<file path="config.mk">
export PLATFORM = sky130hd
export DESIGN_NAME = o_serializer
export DESIGN_NICKNAME = d
export VERILOG_FILES = /design/src/rtl/o_serializer_pkg.sv /design/src/rtl/o_serializer.sv
export SDC_FILE = /design/constraint.sdc
export NUM_CORES = 1
export LEC_CHECK = 0
export ABC_AREA = 0
export ABC_CLOCK_PERIOD_IN_PS = 1800
export CORE_AREA = 10 10 47 49
export CTS_CLUSTER_SIZE = 40
export DETAILED_ROUTE_END_ITERATION = 6
export DIE_AREA = 0 0 57 59
export PLACE_DENSITY = 0.63
export SYNTH_ARGS = -nofsm -noshare
export SYNTH_HDL_FRONTEND = slang
export SYNTH_SLANG_ARGS = --single-unit
</file>
<file path="constraint.sdc">
create_clock -name CLK -period 1.8 [get_ports CLK]
set_input_delay 0.18 -clock CLK [delete_from_list [all_inputs] [get_ports CLK]]
set_output_delay 0.18 -clock CLK [all_outputs]
set_load 0.005 [all_outputs]
</file>
<file path="src/rtl/o_serializer_pkg.sv">
// Shared types and limits for the o_serializer block.
package o_serializer_pkg;

  // Serializer control states
  typedef enum logic {
    IDLE  = 1'b0,
    SHIFT = 1'b1
  } state_t;

  // Legal range for the parallel word width
  localparam int unsigned WIDTH_MIN = 4;
  localparam int unsigned WIDTH_MAX = 10;

  // Bit counter width: enough to index a frame of WIDTH_MAX+1 bits
  localparam int unsigned CNT_W = $clog2(WIDTH_MAX + 1);

endpackage

</file>
<file path="src/rtl/o_serializer.sv">
// o_serializer: parallel-to-serial output stage, LSB first, feeding a
// differential output buffer (Q -> I, OE_OUT -> output enable).
// Optional macro O_SERIALIZER_PARITY_EN appends an even-parity bit to
// every frame; without it the frame is exactly WIDTH bits.
module o_serializer
  import o_serializer_pkg::*;
#(
  parameter int unsigned WIDTH    = 4,
  parameter logic        IDLE_VAL = 1'b0
) (
  input  logic             CLK,
  input  logic             RST,
  input  logic [WIDTH-1:0] D,
  input  logic             DATA_VALID,
  output logic             DATA_READY,
  output logic             Q,
  output logic             OE_OUT
);

  if (WIDTH < WIDTH_MIN || WIDTH > WIDTH_MAX) begin : g_width_check
    $fatal(1, "o_serializer: WIDTH=%0d outside %0d..%0d", WIDTH, WIDTH_MIN, WIDTH_MAX);
  end

`ifdef O_SERIALIZER_PARITY_EN
  localparam int unsigned FRAME = WIDTH + 1;
`else
  localparam int unsigned FRAME = WIDTH;
`endif

  localparam logic [CNT_W-1:0] LAST_BIT = CNT_W'(FRAME - 1);

  state_t           state_q;
  logic [CNT_W-1:0] cnt_q;
  logic [CNT_W-1:0] cnt_inc;
  logic [FRAME-1:0] sreg_q;
  logic [FRAME-1:0] frame_word;
  logic             accept;

  // Frame contents for the word on D (parity, when enabled, sits above the MSB)
  always_comb begin
    frame_word = '0;
`ifdef O_SERIALIZER_PARITY_EN
    frame_word = {^D, D};
`else
    frame_word = D;
`endif
  end

  // Handshake and counter increment
  always_comb begin
    accept  = DATA_VALID && DATA_READY;
    cnt_inc = cnt_q + 1'b1;
  end

  // Control FSM, bit counter and shifter; bit 0 goes straight to Q on load
  // so the shift register only has to hold the remaining frame bits.
  always_ff @(posedge CLK or negedge RST) begin
    if (!RST) begin
      state_q    <= IDLE;
      cnt_q      <= '0;
      sreg_q     <= '0;
      Q          <= IDLE_VAL;
      OE_OUT     <= 1'b0;
      DATA_READY <= 1'b0;
    end else if (accept) begin
      state_q    <= SHIFT;
      cnt_q      <= '0;
      Q          <= frame_word[0];
      sreg_q     <= frame_word >> 1;
      OE_OUT     <= 1'b1;
      DATA_READY <= 1'b0;
    end else begin
      case (state_q)
        SHIFT: begin
          if (cnt_q == LAST_BIT) begin
            state_q    <= IDLE;
            cnt_q      <= '0;
            sreg_q     <= '0;
            Q          <= IDLE_VAL;
            OE_OUT     <= 1'b0;
            DATA_READY <= 1'b1;
          end else begin
            cnt_q      <= cnt_inc;
            Q          <= sreg_q[0];
            sreg_q     <= sreg_q >> 1;
            OE_OUT     <= 1'b1;
            DATA_READY <= (cnt_inc == LAST_BIT);
          end
        end
        default: begin
          state_q    <= IDLE;
          cnt_q      <= '0;
          Q          <= IDLE_VAL;
          OE_OUT     <= 1'b0;
          DATA_READY <= 1'b1;
        end
      endcase
    end
  end

endmodule

</file>
; ---- Word-level counts from Yosys, hierarchy flattened
; Index checks and enable logic that the tools add are counted.
[totals]
regBits = 11
latch_bits = 0
mem_bits_rw = 0
rom_bits = 0
output_inout_bits = 3
n_memories = 0
[classes]
add_sub_neg = 1
multipliers = 0
div = 0
n_lt_le_gt_ge = 0
n_eq_ne = 2
n_shift = 0
muxes = 15
n_bitwise = 0
n_reduce_logical = 2
[ops]
columns = op, count
row1 = $mux W4, 5
row2 = $mux W1, 9
row3 = $eq A4 B2 Y1 const B, 2
row4 = $add A4 B1 Y4 const B, 1
row5 = $mux W3, 1
row6 = $reduce_bool A2 Y1, 1
row7 = $logic_and A1 B1 Y1, 1

; ---- Logic depth before layout (Yosys ltp)
; Gate-level depths: netlist of run 1.
[logic_depth]
depth_word = 5
mapped_depth = 4

; ---- Worst setup path before layout of run 1
; Ideal clock, no wire load.
[synth_path]
kind = flip-flop to flip-flop
start = register cnt_q[0]
end = register sreg_q[1]
t_arrival_ns = 1.367
required_time_ns = 1.674
path_slack_ns = 0.307
stages_incl_launch_ff = 5
path_buffers = 0
synth_period_minus_slack_ns = 1.493
cell_sequence = dfrtp_1 -> ha_1 -> or3b_4 -> and3_4 -> a221o_1
[synth_via]
elab_chain_len = 4
[synth_lines]
columns = item, line_no
row1 = start: declaration, o_serializer.sv:33  ; logic [CNT_W-1:0] cnt_q;
row2 = start signal: assignment, o_serializer.sv:83  ; cnt_q <= cnt_inc;
row3 = $eq A4 B2 Y1, o_serializer.sv:75  ; if (cnt_q == LAST_BIT) begin
row4 = $mux W3, o_serializer.sv:75
row5 = $mux W4, o_serializer.sv:73  ; case (state_q)
row6 = $mux W4, o_serializer.sv:65  ; end else if (accept) begin
row7 = end signal: assignment, o_serializer.sv:69  ; sreg_q <= frame_word >> 1;
row8 = end signal: assignment, o_serializer.sv:85  ; sreg_q <= sreg_q >> 1;
row9 = end: declaration, o_serializer.sv:35  ; logic [FRAME-1:0] sreg_q;
; Every way passes these cells. The select of a mux whose other input is x is not followed.
; A chain may end at the register's enable or synchronous reset.

; ---- Final worst setup path of run 1
[layout_path]
start = register cnt_q[0]
end = register sreg_q[0]
; The elaborated chain is that of the path after synthesis.

==> results of run 1 <==
-- how the worst max path moves through the flow --
stage | slack (ns) | endpoint | depth (start not counted) | start
5_1_grt | 0.20 | sreg_q[1]$_DFFE_PN0P_ | 4 | cnt_q[0]$_DFF_PN0_
3_3_place_gp | 0.28 | sreg_q[0]$_DFFE_PN0P_ | 4 | cnt_q[0]$_DFF_PN0_
2_1_floorplan | 0.31 | sreg_q[1]$_DFFE_PN0P_ | 4 | cnt_q[0]$_DFF_PN0_
3_5_place_dp | 0.26 | sreg_q[0]$_DFFE_PN0P_ | 4 | cnt_q[0]$_DFF_PN0_
4_1_cts | 0.25 | sreg_q[0]$_DFFE_PN0P_ | 4 | cnt_q[0]$_DFF_PN0_
6_report | 0.26 | sreg_q[0]$_DFFE_PN0P_ | 4 | cnt_q[0]$_DFF_PN0_
-- power by group through the flow --
stage	registers [mW]	logic [mW]	clock network [mW]
after floorplan	0.370	0.203	0
after CTS	0.378	0.318	0.156
final	0.377	0.311	0.151
after global placement	0.378	0.315	0
after global routing	0.390	0.360	0.168
after detailed placement	0.382	0.317	0
-- metrics by stage --
stage / setup WS (ns) / instances / power [mW]
after global routing: 0.195 / 65 / 0.919
after CTS: 0.252 / 65 / 0.852
after global placement: 0.280 / 62 / 0.693
after detailed placement: 0.256 / 62 / 0.699
after floorplan: 0.307 / 38 / 0.573
final: 0.256 / 65 / 0.839
-- state kept, by name, indices dropped and copies added, names as in the netlist --
name        count
DATA_READY      1
Q               1
cnt_q           4
sreg_q          3
state_q         1
-- cells in the final DEF, fill, tap and decap left out --
master	count
a21oi_1	1
a221o_1	2
a22o_1	1
a41o_1	1
and2_2	1
and3_4	1
clkbuf_4	3
clkdlybuf4s50_1	9
dfrtp_1	10
ha_1	2
inv_1	2
nand2_1	4
nand3_1	2
nand3b_1	1
nor2_1	4
nor3b_1	2
or3b_4	1
xnor2_1	1
xor2_1	1
-- worst register-to-register path: stages (launching register included) --
cell and delay [ns]:
dfrtp_1 0.39, ha_1 0.19, or3b_4 0.39, and3_4 0.19, a221o_1 0.29
-- logic make-up after synthesis --
group,count (synthesis),share of synthesized area [%]
flip-flops,10,56.8
buffers and inverters,3,2.56
AO/OA/AOI/OAI,5,9.94
adder cells (fa/ha/maj),2,5.68
XOR/XNOR,2,3.98
AND/OR/NAND/NOR,16,21.0
-- layout make-up --
| type | instances | share of cell area [%] |
|---|---|---|
| repair buffers | 9 | 15.8 |
| well taps | 16 | 3.52 |
| flip-flops and latches | 10 | 44.0 |
| multi-input cells | 25 | 31.4 |
| clock buffers | 3 | 3.96 |
| inverters | 2 | 1.32 |
-- routing by layer --
metal	up-vias	routed length [µm]	track usage (%)
li1	155	-	-
met1	149	370	6.29
met2	9	394	8.37
met3	2	58	2.36
met4	0	20	5.03
met5	-	0	0
==> reports/results.txt, run 1 <==
The run finished with clean final reports. Total of endpoints with negative setup slack in the final report: 0. For the pin count of the biggest net entering global routing, the log shows 11. The height of the die was 59 µm; the sum of net half-perimeters after detailed placement was 659 µm.

The average detailed-routed wire length per instance is 13.0 µm. The area of the multi-input gates came out at 179 µm². In this run the critical register-to-register path is captured at sreg_q[0]$_DFFE_PN0P_. The share of the synthesized area in the top cell type was 56.8%.

Total DRC errors in the routed layout: 0. For this design, the slowest cell found on the critical path is dfrtp_1. Buffers placed on the I/O ports in this run total 9. The clock network is responsible for 18.0% of the overall power.

The core outline area was 1400 µm². The run gives 0 as the number of antenna violations at the first check in global routing. The first routing iteration left 0 violations. The fmax was 0.648 GHz. The tools report the register-to-register setup slack as 0.26 ns. The logs give 1.70 ns for the arrival time of the worst setup path and 5.74% for the total routing resource utilization after global routing.

For the total negative slack, the log shows 0 ns. The critical path goes through ha_1 > or3b_4 > and3_4 > a221o_1. In this run, synthesis inferred 0 flip-flops with an integrated enable. Buffers inserted to repair hold after CTS numbered 0. TritonCTS built the clock tree. Number of vias in the routed layout: 315. Count of TritonRoute iterations in the first routing pass: 1. The kind of critical path is flip-flop to flip-flop.

Clock-pin slew was measured on the worst setup and hold paths at 0.06 ns. Clock latency on the worst-skew pair, taken at its later pin, is 0.27 ns. The run gives 0 as the max-slew violation count.

Combinational cells account for 37.1% of the total power. The highest fanout seen on the critical path is 4, and the internal power component is 0.570 mW. The tree built by TritonCTS fans out to 10 sinks.

In this run, distinct cell masters in the synthesized netlist total 18. The number of setup buffers added after CTS is 0. The via count of the first global-routing pass is 348.

The number of cells traversed by the worst register-to-register path is 4. Actual slew at the worst max-slew pin: 0.454 ns. The hold violation count in the final report is 0, and the routed wire length is 843 µm.

The buffer and inverter count on the worst path was 0. Cell taking the most area after synthesis: dfrtp_1. The floorplan step defined a die boundary enclosing 3360 µm². Fill cells in the final layout number 146. Registers take 250 µm². In this run the critical register-to-register path is launched from cnt_q[0]$_DFF_PN0_.

For this configuration, the core starts out at a cell density of 31.4%. Most frequent cell after synthesis: dfrtp_1. The maximum ir drop on the vdd rail was 0.585 mV; the number of gates resized after CTS was 0. Across the run, the number of max-cap violations was 0. The run gives 47 as the post-synthesis net count. Class of the tightest hold or removal check: input pin to asynchronous set/reset pin. The first global-routing pass estimated 1500 µm of wire. After synthesis, the most frequently instantiated cells are 10 x dfrtp_1, 4 x nand2_1, 4 x nor2_1. After detailed placement, the total cell area comes to 547 µm².

The relative contribution of sequential cells to total power was 45.0%; the horizontal die dimension was 57 µm. The initialized floorplan defines 14 standard-cell rows. The share of total power consumed by net switching came out at 32.1%. TritonCTS created 3 clock buffers. STA classifies the critical path endpoint as a flip-flop. The synthesized netlist occupies a cell area of 440 µm².

The async set-reset flop share out of synthesis is 100%. The power density relative to cell area came out at 1470 nW/µm². Broken down by cell family, the worst path's largest delay share belongs to simple AND/OR/NAND/NOR gates. The congestion estimate from routability-driven global placement came to 0.731. On the final layout, the worst hold slack is 0.226 ns. Using the TritonRoute via totals, the vias-per-cell ratio works out to 4.85. Dividing the final minimum period by the clock period gives 85.8%. The number of synthesized register bits is 10. At the worst endpoint, the required time is 1.95 ns. Once detail routing completed, the nets flagged for antenna violations numbered 0.

From synthesis to final layout, the design area changed by 29.3%. The flip-flop cell with the highest count after synthesis is dfrtp_1. The worst path needs 1.54 ns of the cycle, external delays included. The share of layout cells above drive strength 1 was 12.2%; the number of nets in the layout was 60. For the post-synthesis cell count, the log shows 38.

Cells fill 40.6% of the core in the end. The run gives 0 as the total congestion overflow after global routing. The mean instance size in the synthesized netlist was 11.6 µm²; the worst slew margin relative to its limit was 69.7%. Number of warning messages in the yosys log: 0. For this design the static power due to leakage is 0.269 nW. 10 I/O pins were placed. Number of buffers between clock root and the deepest sink: 2. In the post-synthesis netlist, the biggest area contributors are dfrtp_1 57%, ha_1 5.7%, a221o_1 4.5%.

The tools report the area of all placed cells without fillers as 569 µm². For the net switching power, the log shows 0.269 mW. For this run, the slowest stage of the critical path takes 0.39 ns.

STA classifies the critical path startpoint as a flip-flop. Between clock sinks in the finished design, the worst skew comes to 0.00538 ns. The sequential cell area fraction in the yosys report was 56.8%.

Setup repair after global routing left no endpoint under its margin. Clock tree synthesis selected as its root buffer the cell clkbuf_4. For the number of H-tree levels, the log shows 1. The repair_antennas step left the layout with diodes totalling 0.
Power figures use the tool's default switching activity.
==> run 2, diff against run 1 <==
- CORE_AREA: 10 10 47 49 -> 2 2 39 41
- DIE_AREA: 0 0 57 59 -> 0 0 41 43
- TNS_END_PERCENT: unset -> 1
==> run 2 against run 1 <==
  * Fmax is 2.0% lower
  * Global-route usage increased by 4.8 points
  * Register-to-register slack worse by 0.03 ns
  * Clock power rose by 31%
==> reports/results.txt, run 2 (synthesis results as in run 1) <==
For the relative contribution of sequential cells to total power, the log shows 42.5% (was 45.0%). Final critical-path required period: 1.58 ns (was 1.54 ns). The tools report the total of endpoints with negative setup slack in the final report as 0 (unchanged). The flip-flop count of the largest register after layout works out to 4 (unchanged).

The top-level I/O count was 10 (unchanged). Area of placed instances: 547 µm² (unchanged). Registers with the most flip-flops: cnt_q (4), sreg_q (3) (unchanged). The logs give 0 (unchanged) for the number of gates resized after CTS and 22.5% (was 18.0%) for the share of total power in the clock network. The class of the tightest hold or removal check is input pin to asynchronous set/reset pin (unchanged). The number of vias per cell was 4.71 (was 4.85); the maximum ir drop on the vdd rail was 0.509 mV (was 0.585 mV). The count of hold-fix buffers inserted at cts is 0 (unchanged), and the height of the die is 43 µm (was 59 µm).

TritonCTS built the clock tree. The tools report the fmax as 0.635 GHz (was 0.648 GHz). The actual slew at the worst max-slew pin was 0.445 ns (was 0.454 ns); the core outline area was 1380 µm² (was 1400 µm²). The highest fanout seen on the critical path came out at 4 (unchanged).

The power density relative to cell area was 1510 nW/µm² (was 1470 nW/µm²); the setup clock skew after layout was 0.000804 ns (was 0.00538 ns). The total congestion overflow after global routing is 0 (unchanged). The later-pin clock latency in the skew report was 0.26 ns (was 0.27 ns). The number of antenna violations at the first check in global routing is 0 (unchanged), and the max-slew violation count is 0 (unchanged).

Kind of critical path: flip-flop to flip-flop (unchanged). The launching element type of the critical path is a flip-flop (unchanged). The run gives 0 (unchanged) as the reported max-cap violation count.

The share of total power consumed by net switching was 30.0% (was 32.1%); the total setup buffers inserted after CTS was 0 (unchanged). Worst slew margin relative to its limit: 70.2% (was 69.7%). The tools report the capture point of the worst path as sreg_q[1]$_DFFE_PN0P_ (was sreg_q[0]$_DFFE_PN0P_).

The share of layout cells above drive strength 1 is 14.0% (was 12.2%), and the initial standard-cell utilization of the core is 31.8% (was 31.4%). The register-to-register setup slack was 0.22 ns (was 0.26 ns); the routed wire length was 734 µm (was 843 µm). For the pin count of the biggest net entering global routing, the log shows 11 (unchanged). The number of nets in the layout is 60 (unchanged), and the horizontal die dimension is 41 µm (was 57 µm).

The flow ran to the end, and the final reports show no timing, DRC or antenna violations. The number of cells traversed by the worst register-to-register path is 4 (unchanged), and the fraction of power consumed by combinational cells is 35.0% (was 37.1%). The endpoint of the lowest-slack register-to-register path was sreg_q[1]$_DFFE_PN0P_ (was sreg_q[0]$_DFFE_PN0P_). The leakage power is 0.276 nW (was 0.269 nW), and the via count of the first global-routing pass is 268 (was 348). The register containing the most flip-flops in the final layout is cnt_q (unchanged). The layout overhead on the synthesized area is 32.4% (was 29.3%). The internal power component is 0.616 mW (was 0.570 mW). Setup repair after global routing left no endpoint under its margin.

The number of input and output port buffers inserted is 9 (unchanged). The total negative slack was 0 ns (unchanged). The top cell family by delay on the critical path was simple AND/OR/NAND/NOR gates (unchanged). The run gives 0.265 mW (was 0.269 mW) as the net switching power. The logs give 1 (unchanged) for the number of H-tree levels and 5 (was 0) for the starting DRC count in detailed routing. The number of cell rows is 14 (unchanged). The final weighted congestion in routability-driven placement is 0.704 (was 0.731), and the remaining antenna violation count after routing is 0 (unchanged). First-pass GRT wire length: 1130 µm (was 1500 µm). The tools report the root buffer cell as clkbuf_4 (unchanged).

The tools report the worst hold slack across all endpoints as 0.229 ns (was 0.226 ns). The area of all placed cells without fillers was 583 µm² (was 569 µm²). The clock slew at the register clock pins of the worst setup and hold paths works out to 0.07 ns (was 0.06 ns).

The worst setup path startpoint is cnt_q[0]$_DFF_PN0_ (unchanged). Worst-path cell chain: ha_1 > or3b_4 > and3_4 > a221o_1 (unchanged). The number of vias in the routed layout is 311 (was 315).

The library cell contributing the largest single delay on the critical path was dfrtp_1 (unchanged). Commonest non-fill, non-tap cell in the layout: dfrtp_1 (unchanged). The logs give 0 (unchanged) for the hold violation count in the final report and 2 (unchanged) for the number of buffers between clock root and the deepest sink. The fraction of the cycle the final worst path needs works out to 87.5% (was 85.8%).

The fraction of the core area covered by cells at the end of the flow was 42.1% (was 40.6%). The tools report the sort of element at the end of the critical path as a flip-flop (unchanged). Required time at the worst-slack endpoint: 1.94 ns (was 1.95 ns). The total DRC errors in the routed layout was 0 (unchanged). The arrival time of the worst setup path was 1.72 ns (was 1.70 ns); the number of diodes added for antenna fixing was 0 (unchanged).

The number of cells on the critical path was 4 (unchanged); the count of TritonRoute iterations in the first routing pass was 4 (was 1). Total routing resource utilization after global routing: 10.5% (was 5.74%). The largest stage delay on the critical path is 0.39 ns (about the same).

Area enclosed by the die boundary: 1760 µm² (was 3360 µm²). For the number of clock sinks, the log shows 10 (unchanged). Most frequent cells in the layout: 10 x dfrtp_1, 9 x clkdlybuf4s50_1, 4 x nand2_1, 4 x nor2_1, 3 x clkbuf_4 (unchanged). The tools report the startpoint of the worst-slack reg-to-reg timing path as cnt_q[0]$_DFF_PN0_ (unchanged).

The average detailed-routed wire length per instance was 11.1 µm (was 13.0 µm). The run gives 3 (unchanged) as the number of buffers created by CTS. The buffer and inverter count on the worst path was 0 (unchanged).
==> run 2: changes by cell type in the layout (fill, tap and decap cells not counted) <==
cell and change:
clkbuf_8 +1
==> run 2: how the worst min path moves through the flow <==
stage                                        to  cells past startpoint  slack, ns
final                     sreg_q[0]$_DFFE_PN0P_                      1       0.23
after global routing       DATA_READY$_DFF_PN0_                      1       0.25
after CTS                  DATA_READY$_DFF_PN0_                      1       0.24
after detailed placement     cnt_q[0]$_DFF_PN0_                      1       0.48
after global placement       cnt_q[0]$_DFF_PN0_                      1       0.46
after floorplan            DATA_READY$_DFF_PN0_                      0      -0.12
==> run 2: metrics by stage <==
stage / worst slack, ns / power [mW] / cells
global route: 0.175 / 0.958 / 66
finish: 0.225 / 0.880 / 66
global placement: 0.275 / 0.687 / 62
floorplan: 0.307 / 0.573 / 38
detailed placement: 0.231 / 0.695 / 62
CTS: 0.223 / 0.897 / 66
==> run 2: area by class of cell <==
class | count | area [µm²]
Clock buffer | 4 | 36.3
Fill cell | 146 | 801
Inverter | 2 | 7.51
Multi-Input combinational cell | 25 | 179
Sequential cell | 10 | 250
Tap cell | 16 | 20.0
Timing Repair Buffer | 9 | 90.1
==> run 2: routing by layer <==
| metal | share of wire (%) | track usage (%) |
|---|---|---|
| met3 | 4.6 | 4.71 |
| met4 | 1.9 | 10.0 |
| met5 | 0 | 0 |
| met1 | 46 | 12.2 |
| met2 | 47 | 13.4 |
==> run 2: power by group through the flow <==
stage	registers, mW	logic, mW	clock network, mW
2_1_floorplan	0.370	0.203	0
3_3_place_gp	0.377	0.310	0
3_5_place_dp	0.380	0.315	0
4_1_cts	0.375	0.315	0.207
5_1_grt	0.388	0.349	0.221
6_report	0.374	0.308	0.198
